File: src/rtl/axi_ni_packetizer.sv
// AXI slave -> NoC packetizer: turns one accepted AW or AR request into
// a head flit, an address flit and (for writes) LEN+1 data flits.
//
// Ports:
//   ACLK, ARESETn                   clock, async active-low reset
//   IssueWrite / Got_IssueWrite     write request in, one-cycle accept pulse
//   IssueRead  / Got_IssueRead      read request in, one-cycle accept pulse
//   SLAVE_AW* / SLAVE_WADDRREG      write request fields
//   SLAVE_AR* / SLAVE_RADDRREG      read request fields
//   SLAVE_WDATAREG, SLAVE_WVALID    write-data FIFO head and non-empty flag
//   S_INPUT_RE                      pop strobe for the write-data FIFO
//   STOP_WREQ                       high while a packet is in progress
//   FLIT_OUT, FLIT_VALID, FLIT_READY  flit output, valid/ready handshake
module axi_ni_packetizer #(
    parameter logic [3:0] SRC_ID = 4'h0
) (
    input  logic        ACLK,
    input  logic        ARESETn,
    input  logic        IssueWrite,
    output logic        Got_IssueWrite,
    input  logic        IssueRead,
    output logic        Got_IssueRead,
    input  logic [3:0]  SLAVE_AWID,
    input  logic [3:0]  SLAVE_ARID,
    input  logic [31:0] SLAVE_WADDRREG,
    input  logic [31:0] SLAVE_RADDRREG,
    input  logic [3:0]  SLAVE_AWLEN,
    input  logic [3:0]  SLAVE_ARLEN,
    input  logic [2:0]  SLAVE_AWSIZE,
    input  logic [2:0]  SLAVE_ARSIZE,
    input  logic [1:0]  SLAVE_AWBURST,
    input  logic [1:0]  SLAVE_ARBURST,
    input  logic [31:0] SLAVE_WDATAREG,
    input  logic        SLAVE_WVALID,
    output logic        S_INPUT_RE,
    output logic        STOP_WREQ,
    output logic [33:0] FLIT_OUT,
    output logic        FLIT_VALID,
    input  logic        FLIT_READY
);

    typedef enum logic [1:0] {
        IDLE,
        HEAD,
        ADDR,
        DATA
    } state_t;

    localparam logic [1:0] T_HEAD = 2'b00;
    localparam logic [1:0] T_BODY = 2'b01;
    localparam logic [1:0] T_TAIL = 2'b10;

    state_t      state;
    logic        is_wr;
    logic [3:0]  id_q;
    logic [3:0]  len_q;
    logic [31:0] addr_q;
    logic [2:0]  size_q;
    logic [1:0]  burst_q;
    logic [4:0]  beats;
    logic        prio_rd;

    logic        can_load;
    logic        pick_wr;
    logic [31:0] header;

    // Output register may take a new flit if empty or draining this cycle.
    assign can_load = !FLIT_VALID || FLIT_READY;

    assign S_INPUT_RE = (state == DATA) && SLAVE_WVALID && can_load;

    // Under contention the flag picks the side that lost last time.
    assign pick_wr = IssueWrite && (!IssueRead || !prio_rd);

    assign header = {addr_q[31:28], SRC_ID, id_q, len_q, is_wr,
                     size_q, burst_q, 10'd0};

    always_ff @(posedge ACLK or negedge ARESETn) begin
        if (!ARESETn) begin
            state          <= IDLE;
            is_wr          <= 1'b0;
            id_q           <= '0;
            len_q          <= '0;
            addr_q         <= '0;
            size_q         <= '0;
            burst_q        <= '0;
            beats          <= '0;
            prio_rd        <= 1'b0;
            Got_IssueWrite <= 1'b0;
            Got_IssueRead  <= 1'b0;
            STOP_WREQ      <= 1'b0;
            FLIT_OUT       <= '0;
            FLIT_VALID     <= 1'b0;
        end else begin
            Got_IssueWrite <= 1'b0;
            Got_IssueRead  <= 1'b0;
            if (FLIT_VALID && FLIT_READY)
                FLIT_VALID <= 1'b0;

            unique case (state)
                IDLE: begin
                    if (IssueWrite || IssueRead) begin
                        if (IssueWrite && IssueRead)
                            prio_rd <= pick_wr;
                        is_wr          <= pick_wr;
                        Got_IssueWrite <= pick_wr;
                        Got_IssueRead  <= !pick_wr;
                        if (pick_wr) begin
                            id_q    <= SLAVE_AWID;
                            addr_q  <= SLAVE_WADDRREG;
                            len_q   <= SLAVE_AWLEN;
                            size_q  <= SLAVE_AWSIZE;
                            burst_q <= SLAVE_AWBURST;
                            beats   <= 5'(SLAVE_AWLEN) + 5'd1;
                        end else begin
                            id_q    <= SLAVE_ARID;
                            addr_q  <= SLAVE_RADDRREG;
                            len_q   <= SLAVE_ARLEN;
                            size_q  <= SLAVE_ARSIZE;
                            burst_q <= SLAVE_ARBURST;
                            beats   <= 5'd0;
                        end
                        STOP_WREQ <= 1'b1;
                        state     <= HEAD;
                    end
                end
                HEAD: begin
                    if (can_load) begin
                        FLIT_OUT   <= {T_HEAD, header};
                        FLIT_VALID <= 1'b1;
                        state      <= ADDR;
                    end
                end
                ADDR: begin
                    if (can_load) begin
                        FLIT_VALID <= 1'b1;
                        if (is_wr) begin
                            FLIT_OUT <= {T_BODY, addr_q};
                            state    <= DATA;
                        end else begin
                            FLIT_OUT  <= {T_TAIL, addr_q};
                            STOP_WREQ <= 1'b0;
                            state     <= IDLE;
                        end
                    end
                end
                DATA: begin
                    if (S_INPUT_RE) begin
                        FLIT_VALID <= 1'b1;
                        beats      <= beats - 5'd1;
                        if (beats == 5'd1) begin
                            FLIT_OUT  <= {T_TAIL, SLAVE_WDATAREG};
                            STOP_WREQ <= 1'b0;
                            state     <= IDLE;
                        end else begin
                            FLIT_OUT <= {T_BODY, SLAVE_WDATAREG};
                        end
                    end
                end
            endcase
        end
    end

endmodule

File: config.mk
export PLATFORM = sky130hd
export DESIGN_NAME = axi_ni_packetizer
export DESIGN_NICKNAME = d
export VERILOG_FILES = /design/src/rtl/axi_ni_packetizer.sv
export SDC_FILE = /design/constraint.sdc
export NUM_CORES = 1
export LEC_CHECK = 0
export CAP_MARGIN = 20
export CORE_UTILIZATION = 46
export CTS_BUF_LIST = sky130_fd_sc_hd__clkbuf_8
export DETAILED_ROUTE_END_ITERATION = 8
export GPL_ROUTABILITY_DRIVEN = 0
export PLACE_DENSITY_LB_ADDON = 0.12
export SKIP_CTS_REPAIR_TIMING = 1
export SYNTH_ARGS = -nofsm -noshare
export SYNTH_HDL_FRONTEND = slang
export SYNTH_SLANG_ARGS = --single-unit
File: constraint.sdc
create_clock -name ACLK -period 2.2 [get_ports ACLK]
set_clock_uncertainty 0.05 [all_clocks]
set_input_delay 0.44 -clock ACLK [delete_from_list [all_inputs] [get_ports ACLK]]
set_output_delay 0.44 -clock ACLK [all_outputs]
set_load 0.1 [all_outputs]
==> impl_results.md <==
- Initial antenna violation count: 0
- Clock Latency Late Sink: ~0.36 ns
- IO Port Bufs: 166
- Detailed Routing Iterations Pass 1: 4
- #FFs+latches synth: 92
- Via count: between 3k and 4k
- FMAX: 0.4940 GHz
- Clock power frac: 0.110
- Worst IR Drop VDD: between 1 and 1.5 mV
- Met2 track demand over resource: 0.4310
- Netlist cell types: ~40
- Wirelength per Cell: 15.03 µm
- Gate power share: 0.586
- Worst Path Required: between 1.5 and 2 ns
- PwrDens: approximately 1500 nW/µm²
- Post-route antenna net violation count: 0
- I/O Pins: between 150 and 200
- Die area: between 10000 and 15000 µm²
- Met3 Resource Use GR: 0.05919
- Final Cycle Share: 0.9202
- Global-route usage over all layers: 0.2466
- Share of layout cells above drive strength 1: 0.1502
- Status: completed
- N_diodes: 0
- Syn_area_per_cell: between 9 and 10 µm²
- Total Routed Length: about 12 mm
- Slowest CP cell: clkdlybuf4s50_1
- Nets@finish: approximately 770
- GR Util met1: 0.3046
- Min-delay worst type: reg2reg
- H-tree lvl count: 3
- CP Max Fanout: 4
- First-iteration detailed-routing DRC count: just over 90
- Actual slew at the worst max-slew pin: between 0.5 and 0.6 ns
- Starting Density: 0.4771
- Die height: 100.1 µm
- TritonCTS clock tree: yes
- Site Rows: 35
- Net switching power figure: 5.077 mW
- Max clock buf depth: 2
- Pin count of the biggest net entering global routing: between 60 and 70
- Max Slew Vio Count: 0
- Crit start category: primary input
- CTS Buf Count: 9
- Root buf cell: clkbuf_8
- EDFF count, synth: 0
- Post-Syn Nets: about 600
- Area growth syn-to-layout: 44.52%
- Fin. Hold Viols: 0
- Post-detail-place hpwl: around 8.4 mm
- Setup CP Type: in2out
- Post-synth ARST share: 1.000
- Top FF cell, synth: dfrtp_1
- CTS clock-pin slew for the worst setup and hold paths: around 0.08 ns
- Cells after Synth: 473
- Vias in the first global route: around 4k
- Core footprint: 9284 µm²
- Most common cell after layout, fill and taps aside: nand2_1
- Sequential fraction of the synthesis area: 0.5198
- Commonest cells after routing, fill and taps aside: nand2_1 (157), clkdlybuf4s50_1 (126), dfrtp_1 (89)
- Layout Utilization: 0.6895
- Crit path cell chain: clkdlybuf4s50_1, nor2b_1, nor3_4, buf_12
- Drt drc: 0
- Max-Slew Margin vs Limit: 0.6211
- Synth warn: 0
- Leakage: 2.992 nW
- Global-route wire length before repair: roughly 19 mm
- Die width: approximately 100 µm
- RSZ-0062 raised after global routing: false
- Post-layout min period: ~2 ns
- Vias per cell: between 5 and 6
- P_int: 4.697 mW
- Sw Share: 0.5194
- Total grt overflow: 0
- Critical Path AT: between 1.5 and 2 ns
- Max-cap violations: 0
- Netlist Area Pre-Place: 4429 µm²
- Crit path capture type: primary output
- GRT Max-Usage Layer: met2
- Sum of negative setup slack: 0 ns
- CTS sink cnt: 92
- Maximum cell stage delay along the critical path: 0.42 ns
- Final setup vio count: 0
- Register share of total power: 0.303
-- power by group through the flow --
stage	sequential, mW	clock (mW)	combinational, mW
global placement	2.95	0	5.66
floorplan	4.97	0	2.27
CTS	2.96	1.10	5.78
detailed placement	2.99	0	5.78
global route	3.06	1.17	6.22
finish	2.96	1.08	5.73
-- synth_stat cells, types with 2 or more instances --
cell | number | area (µm²)
nand2_1 | 158 | 593.1
dfrtp_1 | 92 | 2302
o21ai_0 | 53 | 265.3
a22oi_1 | 44 | 330.3
mux2i_1 | 20 | 200.2
buf_2 | 15 | 75.07
mux2_2 | 14 | 157.7
clkbuf_1 | 13 | 48.80
nor2_1 | 11 | 41.29
a21oi_1 | 5 | 25.02
buf_6 | 4 | 45.04
inv_1 | 4 | 15.01
a22o_1 | 3 | 26.28
ha_1 | 3 | 37.54
a21o_1 | 2 | 15.01
a31oi_1 | 2 | 12.51
nand3_1 | 2 | 10.01
nor2b_1 | 2 | 12.51
o31ai_1 | 2 | 15.01
o32a_1 | 2 | 20.02
xor2_1 | 2 | 17.52
-- cells by family after synthesis --
logic type / share of synthesized area
buffers and inverters: 0.04407
flip-flops: 0.5198
AO/OA/AOI/OAI: 0.1788
XOR/XNOR: 0.005933
multiplexers: 0.08079
AND/OR/NAND/NOR: 0.1622
adder cells (fa/ha/maj): 0.008475
-- state kept, by name (all words and copies together) (netlist names), 2 cells and up --
| register | count |
|---|---|
| state | 2 |
| beats | 5 |
| FLIT_OUT | 34 |
| addr_q | 32 |
| id_q | 4 |
| burst_q | 2 |
| size_q | 3 |
| len_q | 4 |
-- final timing paths --
check | end | cells after the start | start | slack [ns]
setup reg to reg | FLIT_OUT[23] | 5 | state[1] | 0.35
hold / removal | id_q[0] | 2 | id_q[0] | 0.41
hold reg to reg | id_q[0] | 2 | id_q[0] | 0.41
min in group asynchronous | addr_q[4] | 2 | ARESETn | 0.46
max in group asynchronous | id_q[0] | 3 | ARESETn | 1.04
setup / recovery | S_INPUT_RE | 4 | FLIT_READY | 0.18
-- layer usage --
layer,wire [µm],vias up
met5,0,-
met4,150,0
met3,680,15
met2,5851,104
met1,4861,1845
li1,-,1957
-- area by class of cell --
cell class	count	area, µm²
clock inverter	5	35.03
fill	786	2883
multi-input combinational	343	1958
tap	129	161.4
sequential	92	2306
inverter	4	15.01
clock buffer	11	151.4
timing repair buffer	184	1774
-- worst max-delay path, delay by kind of cell --
kind / cells / cell delay, ns
buffers and inverters: 2 / 0.60
and+or+nand+nor: 2 / 0.49
-- stage by stage --
| step | instance area (µm²) | total power, mW | hold slack [ns] | instances | worst slack [ns] |
|---|---|---|---|---|---|
| 3_3_place_gp | 6202 | 8.611 | 0.3108 | 751 | 0.04612 |
| 2_1_floorplan | 4442 | 7.242 | 0.09441 | 473 | 0.02144 |
| 6_report | 6401 | 9.773 | 0.4143 | 768 | 0.1756 |
| 3_5_place_dp | 6202 | 8.771 | 0.3166 | 751 | 0.009436 |
| 4_1_cts | 6389 | 9.846 | -0.07786 | 767 | 0.07437 |
| 5_1_grt | 6401 | 10.45 | 0.4409 | 768 | 0.09262 |
Note: power is estimated with default switching activity, not from simulation.
